File: src/rtl/comparator_bist_pkg.sv
// ============================================================================
// Module   : comparator_bist_pkg
// Purpose  : Shared types and constants for the comparator BIST engine.
// Revision : 1.0 - initial release
// ============================================================================
`default_nettype none

package comparator_bist_pkg;

  typedef enum logic [1:0] {
    IDLE  = 2'd0,
    DRIVE = 2'd1,
    CHECK = 2'd2,
    DONE  = 2'd3
  } state_t;

  // Bit positions inside the 3-bit {gt, eq, lt} flag vector
  localparam int GT    = 2;
  localparam int EQ    = 1;
  localparam int LT    = 0;
  localparam int RES_W = 3;

  function automatic logic [RES_W-1:0] pack_flags(input logic gt, input logic eq,
                                                  input logic lt);
    logic [RES_W-1:0] flags;
    flags     = '0;
    flags[GT] = gt;
    flags[EQ] = eq;
    flags[LT] = lt;
    return flags;
  endfunction

endpackage

`default_nettype wire

File: src/rtl/comparator_golden.sv
// ============================================================================
// Module   : comparator_golden
// Purpose  : Combinational reference model giving the one-hot {gt, eq, lt}
//            result expected from a correct magnitude comparator.
// Revision : 1.0 - initial release
// ============================================================================
`default_nettype none

module comparator_golden
  import comparator_bist_pkg::*;
#(
  parameter int WIDTH = 2
) (
  input  logic [WIDTH-1:0] a,
  input  logic [WIDTH-1:0] b,
  output logic [RES_W-1:0] result
);

  always_comb begin
    result = pack_flags(a > b, a == b, a < b);
  end

endmodule

`default_nettype wire

File: src/rtl/comparator_bist.sv
// ============================================================================
// Module   : comparator_bist
// Purpose  : Exhaustive self-test sweep of a WIDTH-bit magnitude comparator;
//            reports pass/fail, a saturating error count and the first
//            failing vector. Optional macro COMPARATOR_BIST_STOP_ON_FAIL_EN
//            ends the sweep at the first mismatch.
// Revision : 1.0 - initial release
// ============================================================================
`default_nettype none

module comparator_bist
  import comparator_bist_pkg::*;
#(
  parameter int WIDTH     = 2,
  parameter int ERR_CNT_W = 8
) (
  input  logic                 clk,
  input  logic                 rst,
  input  logic                 start,
  output logic [WIDTH-1:0]     A,
  output logic [WIDTH-1:0]     B,
  input  logic                 AequalsB,
  input  logic                 AgreaterB,
  input  logic                 AlessB,
  output logic                 busy,
  output logic                 done,
  output logic                 pass,
  output logic [ERR_CNT_W-1:0] err_count,
  output logic [WIDTH-1:0]     first_fail_a,
  output logic [WIDTH-1:0]     first_fail_b
);

  localparam int                IDX_W    = 2 * WIDTH;
  localparam logic [IDX_W-1:0]  LAST_IDX = {IDX_W{1'b1}};
  localparam logic [ERR_CNT_W-1:0] ERR_MAX = {ERR_CNT_W{1'b1}};

`ifdef COMPARATOR_BIST_STOP_ON_FAIL_EN
  localparam bit STOP_ON_FAIL = 1'b1;
`else
  localparam bit STOP_ON_FAIL = 1'b0;
`endif

  state_t              state;
  state_t              state_next;
  logic [IDX_W-1:0]    idx;
  logic [RES_W-1:0]    expected;
  logic [RES_W-1:0]    observed;
  logic                mismatch;
  logic                clear;
  logic                advance;
  logic                finish;
  logic [ERR_CNT_W-1:0] err_q;
  logic [WIDTH-1:0]    ffa_q;
  logic [WIDTH-1:0]    ffb_q;
  logic                pass_q;

  // A is the outer loop (upper half of idx), B the inner loop
  assign A = idx[IDX_W-1:WIDTH];
  assign B = idx[WIDTH-1:0];

  comparator_golden #(
    .WIDTH (WIDTH)
  ) u_golden (
    .a      (A),
    .b      (B),
    .result (expected)
  );

  assign observed = pack_flags(AgreaterB, AequalsB, AlessB);
  assign mismatch = (observed != expected);

  always_ff @(posedge clk or posedge rst) begin
    if (rst) begin
      state <= IDLE;
    end else begin
      state <= state_next;
    end
  end

  always_comb begin
    state_next = state;
    clear      = 1'b0;
    advance    = 1'b0;
    finish     = 1'b0;
    case (state)
      IDLE, DONE: begin
        if (start) begin
          state_next = DRIVE;
          clear      = 1'b1;
        end
      end
      DRIVE: begin
        state_next = CHECK;
      end
      CHECK: begin
        if ((idx == LAST_IDX) || (STOP_ON_FAIL && mismatch)) begin
          state_next = DONE;
          finish     = 1'b1;
        end else begin
          state_next = DRIVE;
          advance    = 1'b1;
        end
      end
      default: begin
        state_next = IDLE;
      end
    endcase
  end

  always_ff @(posedge clk or posedge rst) begin
    if (rst) begin
      idx    <= '0;
      err_q  <= '0;
      ffa_q  <= '0;
      ffb_q  <= '0;
      pass_q <= 1'b0;
    end else if (clear) begin
      idx    <= '0;
      err_q  <= '0;
      ffa_q  <= '0;
      ffb_q  <= '0;
      pass_q <= 1'b0;
    end else if (state == CHECK) begin
      if (mismatch) begin
        if (err_q != ERR_MAX) begin
          err_q <= err_q + 1'b1;
        end
        if (err_q == '0) begin
          ffa_q <= A;
          ffb_q <= B;
        end
      end
      if (advance) begin
        idx <= idx + 1'b1;
      end
      if (finish) begin
        pass_q <= (err_q == '0) && !mismatch;
      end
    end
  end

  assign busy         = (state == DRIVE) || (state == CHECK);
  assign done         = (state == DONE);
  assign pass         = pass_q;
  assign err_count    = err_q;
  assign first_fail_a = ffa_q;
  assign first_fail_b = ffb_q;

endmodule

`default_nettype wire
File: config.mk
export PLATFORM = sky130hd
export DESIGN_NAME = comparator_bist
export DESIGN_NICKNAME = d
export VERILOG_FILES = /design/src/rtl/comparator_bist_pkg.sv /design/src/rtl/comparator_golden.sv /design/src/rtl/comparator_bist.sv
export SDC_FILE = /design/constraint.sdc
export NUM_CORES = 1
export LEC_CHECK = 0
export ABC_AREA = 1
export CAP_MARGIN = 40
export CORE_MARGIN = 3
export CORE_UTILIZATION = 50
export DETAILED_ROUTE_END_ITERATION = 10
export PLACE_DENSITY = 0.78
export SYNTH_ARGS = -nofsm -noshare
export SYNTH_HDL_FRONTEND = slang
export SYNTH_SLANG_ARGS = --single-unit
File: constraint.sdc
create_clock -name clk -period 4.5 [get_ports clk]
set_input_delay 0.675 -clock clk [delete_from_list [all_inputs] [get_ports clk]]
set_output_delay 0.675 -clock clk [all_outputs]
set_load 0.1 [all_outputs]
==> summary.md <==
| Metric | Value |
|---|---|
| Status | completed |
| Hold_ws | 0.507 ns |
| Post-synth top area share | 0.376 |
| DRT Pass-1 Iters | 4 |
| Reg clk slew, reported paths | 0.10 ns |
| Switching pwr | 0.758 mW |
| Pin slew with the least headroom to its limit | 0.732 ns |
| Die width | 56.3 µm |
| Seq/Total Area, Yosys | 0.376 |
| # setup viols final | 0 |
| Gpl congestion | 0.818 |
| Tcrit/Tclk final | 0.575 |
| CP Data Required Time | 3.83 ns |
| Leading area contributor after synthesis | dfrtp_1 |
| Number of synthesized flops with an enable pin | 0 |
| Total GRT Usage | 0.232 |
| CP arrival | 1.91 ns |
| Synth async-reset ratio | 1.00 |
| Pre-CTS worst setup slack | 2.14 ns |
| Starting Density | 0.550 |
| P_int | 0.566 mW |
| Synthesized area | 0.00126 mm² |
| Register area | 475 µm² |
| Crit path time final | 2.59 ns |
| CTS Hold Buffers Added | 0 |
| CP max FO | 3 |
| Layout Nets | 232 |
| Area contributors post-synth | dfrtp_1, nand2_1, ha_1, nor2_1, inv_1 |
| Final Routed Wirelength | 3270 µm |
| Unrepaired setup endpoints after global routing | no |
| Area of the die | 0.00317 mm² |
| Hpwl dp | 2520 µm |
| Syn avg cell area | 7.30 µm² |
| TritonCTS Sinks | 19 |
| Ys flop type | dfrtp_1 |
| Post-CTS sizing | 0 |
| Clock skew | 0.0113 ns |
| Multi-input gate area | 689 µm² |
| Fmax | 0.387 GHz |
| Sequential power share | 0.205 |
| TritonCTS buffer count | 3 |
| Remaining Overflow, GRT | 0 |
| DR vias/cell | 5.35 |
| Max Cap Viol | 0 |
| #FFs+latches synth | 19 |
| First-pass GRT wire length | 6060 µm |
| Core area | 0.00230 mm² |
| Max Slew Vio Count | 0 |
| Final ANT Viol Nets | 0 |
| Comb power frac | 0.728 |
| Dpl cell area | 0.00180 mm² |
| Io pins | 25 |
| Final Hold Viols | 0 |
| Pwr Density | 723 mW/mm² |
| Clk root buf | clkbuf_4 |
| Largest net degree at the start of global routing | 20 |
| Initial drt markers | 41 |
| Initial antenna violation count | 0 |
| Fill cells | 151 |
| Worst vdd ir | 0.000853 V |
| Finished layout cell area | 0.00183 mm² |
| Setup ws final | 1.91 ns |
| Site Rows | 17 |
| Cell leakage power | 0.906 nW |
| Post-synth top cells | nand2_1, dfrtp_1, nor2_1 |
| Synthesis-to-layout area growth | 44.9% |
| DR DRC count | 0 |
| H-tree Lvls | 1 |
| Max transition margin | 0.511 |
| Hold crit path type | reg2reg |
| Via count | 1311 |
| Post-synthesis cell count | 173 |
| PortBufs | 24 |
| Top-count cell post-synth | nand2_1 |
| Synth Warn # | 0 |
| Synth unique cells | 26 |
| Vias in the first global route | 1361 |
| Clock Tree Buf Depth | 2 |
| Postcts setup bufs | 0 |
| Net Sw Frac | 0.572 |
| DIE HEIGHT | 56.3 µm |
| Clock insertion delay at the later pin of the skew report | 0.30 ns |
| Worst Setup Path Type | reg2out |
| Syn nets | 187 |
| CTS tree | built |
| Part of the power in the clock network | 0.067 |
| CP Capture Type | output pin |
| Share of cells above drive strength 1 | 0.157 |
| ANT cells | 0 |
| Avg WL per Cell | 13.4 µm |
| CP startpoint kind | register |
| Setup tns final | 0 ns |
[per-stage QoR]
step	utilization	std cells	power, mW
2_1_floorplan	-	173	0.907
3_3_place_gp	0.661	222	1.05
3_5_place_dp	0.785	241	1.24
4_1_cts	0.797	245	1.33
5_1_grt	0.797	245	1.41
6_report	0.797	245	1.32
[area by class of cell]
type	count	area share
sequential	19	0.260
tap	28	0.0191
inverter	21	0.0431
timing repair buffer	43	0.287
multi-input combinational	130	0.377
clock buffer	4	0.0144
[cells in the final DEF (no fill, tap or decap), types with 4 or more instances in the layout]
| cell type | synthesis | routed |
|---|---|---|
| buf_8 | 0 | 19 |
| nand2_1 | 56 | 56 |
| inv_2 | 4 | 4 |
| nor2_1 | 19 | 19 |
| nand4_1 | 8 | 8 |
| clkdlybuf4s50_1 | 0 | 24 |
| ha_1 | 8 | 8 |
| inv_1 | 17 | 17 |
| o21ai_1 | 7 | 7 |
| dfrtp_1 | 19 | 19 |
| nand3_1 | 11 | 11 |
[kinds of logic after synthesis]
group / Yosys count / synth area share
buffers and inverters: 24 / 0.0782
flip-flops: 19 / 0.376
AND/OR/NAND/NOR: 106 / 0.390
AO/OA/AOI/OAI: 13 / 0.0554
adder cells (fa/ha/maj): 8 / 0.0792
XOR/XNOR: 3 / 0.0208
[power groups by stage]
stage	registers (mW)	clock network, mW	logic, mW
2_1_floorplan	0.509	0	0.398
3_3_place_gp	0.268	0	0.781
3_5_place_dp	0.274	0	0.963
4_1_cts	0.270	0.0916	0.967
5_1_grt	0.279	0.0965	1.03
6_report	0.272	0.0887	0.964
[flip-flops by register name, indices dropped and copies added (netlist names)]
name / count
err_count: 8
idx: 4
first_fail_a: 2
first_fail_b: 2
state: 2
pass: 1
[layer usage]
layer  global-route usage  wire (µm)  vias up
li1                     -          -      639
met1                0.294       1360      630
met2                0.399       1670       36
met3               0.0506        183        6
met4               0.0576         62        0
met5                    0          0        -
[worst max-delay path, stage by stage, from the launching register on]
cell	delay, ns
dfrtp_1	0.39
inv_1	0.07
ha_1	0.32
inv_1	0.11
clkdlybuf4s50_1	0.52
buf_8	0.20
[worst paths after layout]
| check | startpoint | endpoint | slack, ns | cells past startpoint |
|---|---|---|---|---|
| worst min register to register | first_fail_a[1] | first_fail_a[1] | 0.51 | 2 |
| worst min-delay path | first_fail_a[1] | first_fail_a[1] | 0.51 | 2 |
| worst max register to register | state[0] | err_count[1] | 2.55 | 9 |
| worst max-delay path | state[0] | busy | 1.91 | 5 |
| max in group asynchronous | rst | err_count[7] | 3.26 | 2 |
| min in group asynchronous | rst | idx[3] | 0.78 | 2 |
(Power assumes the default switching activity.)
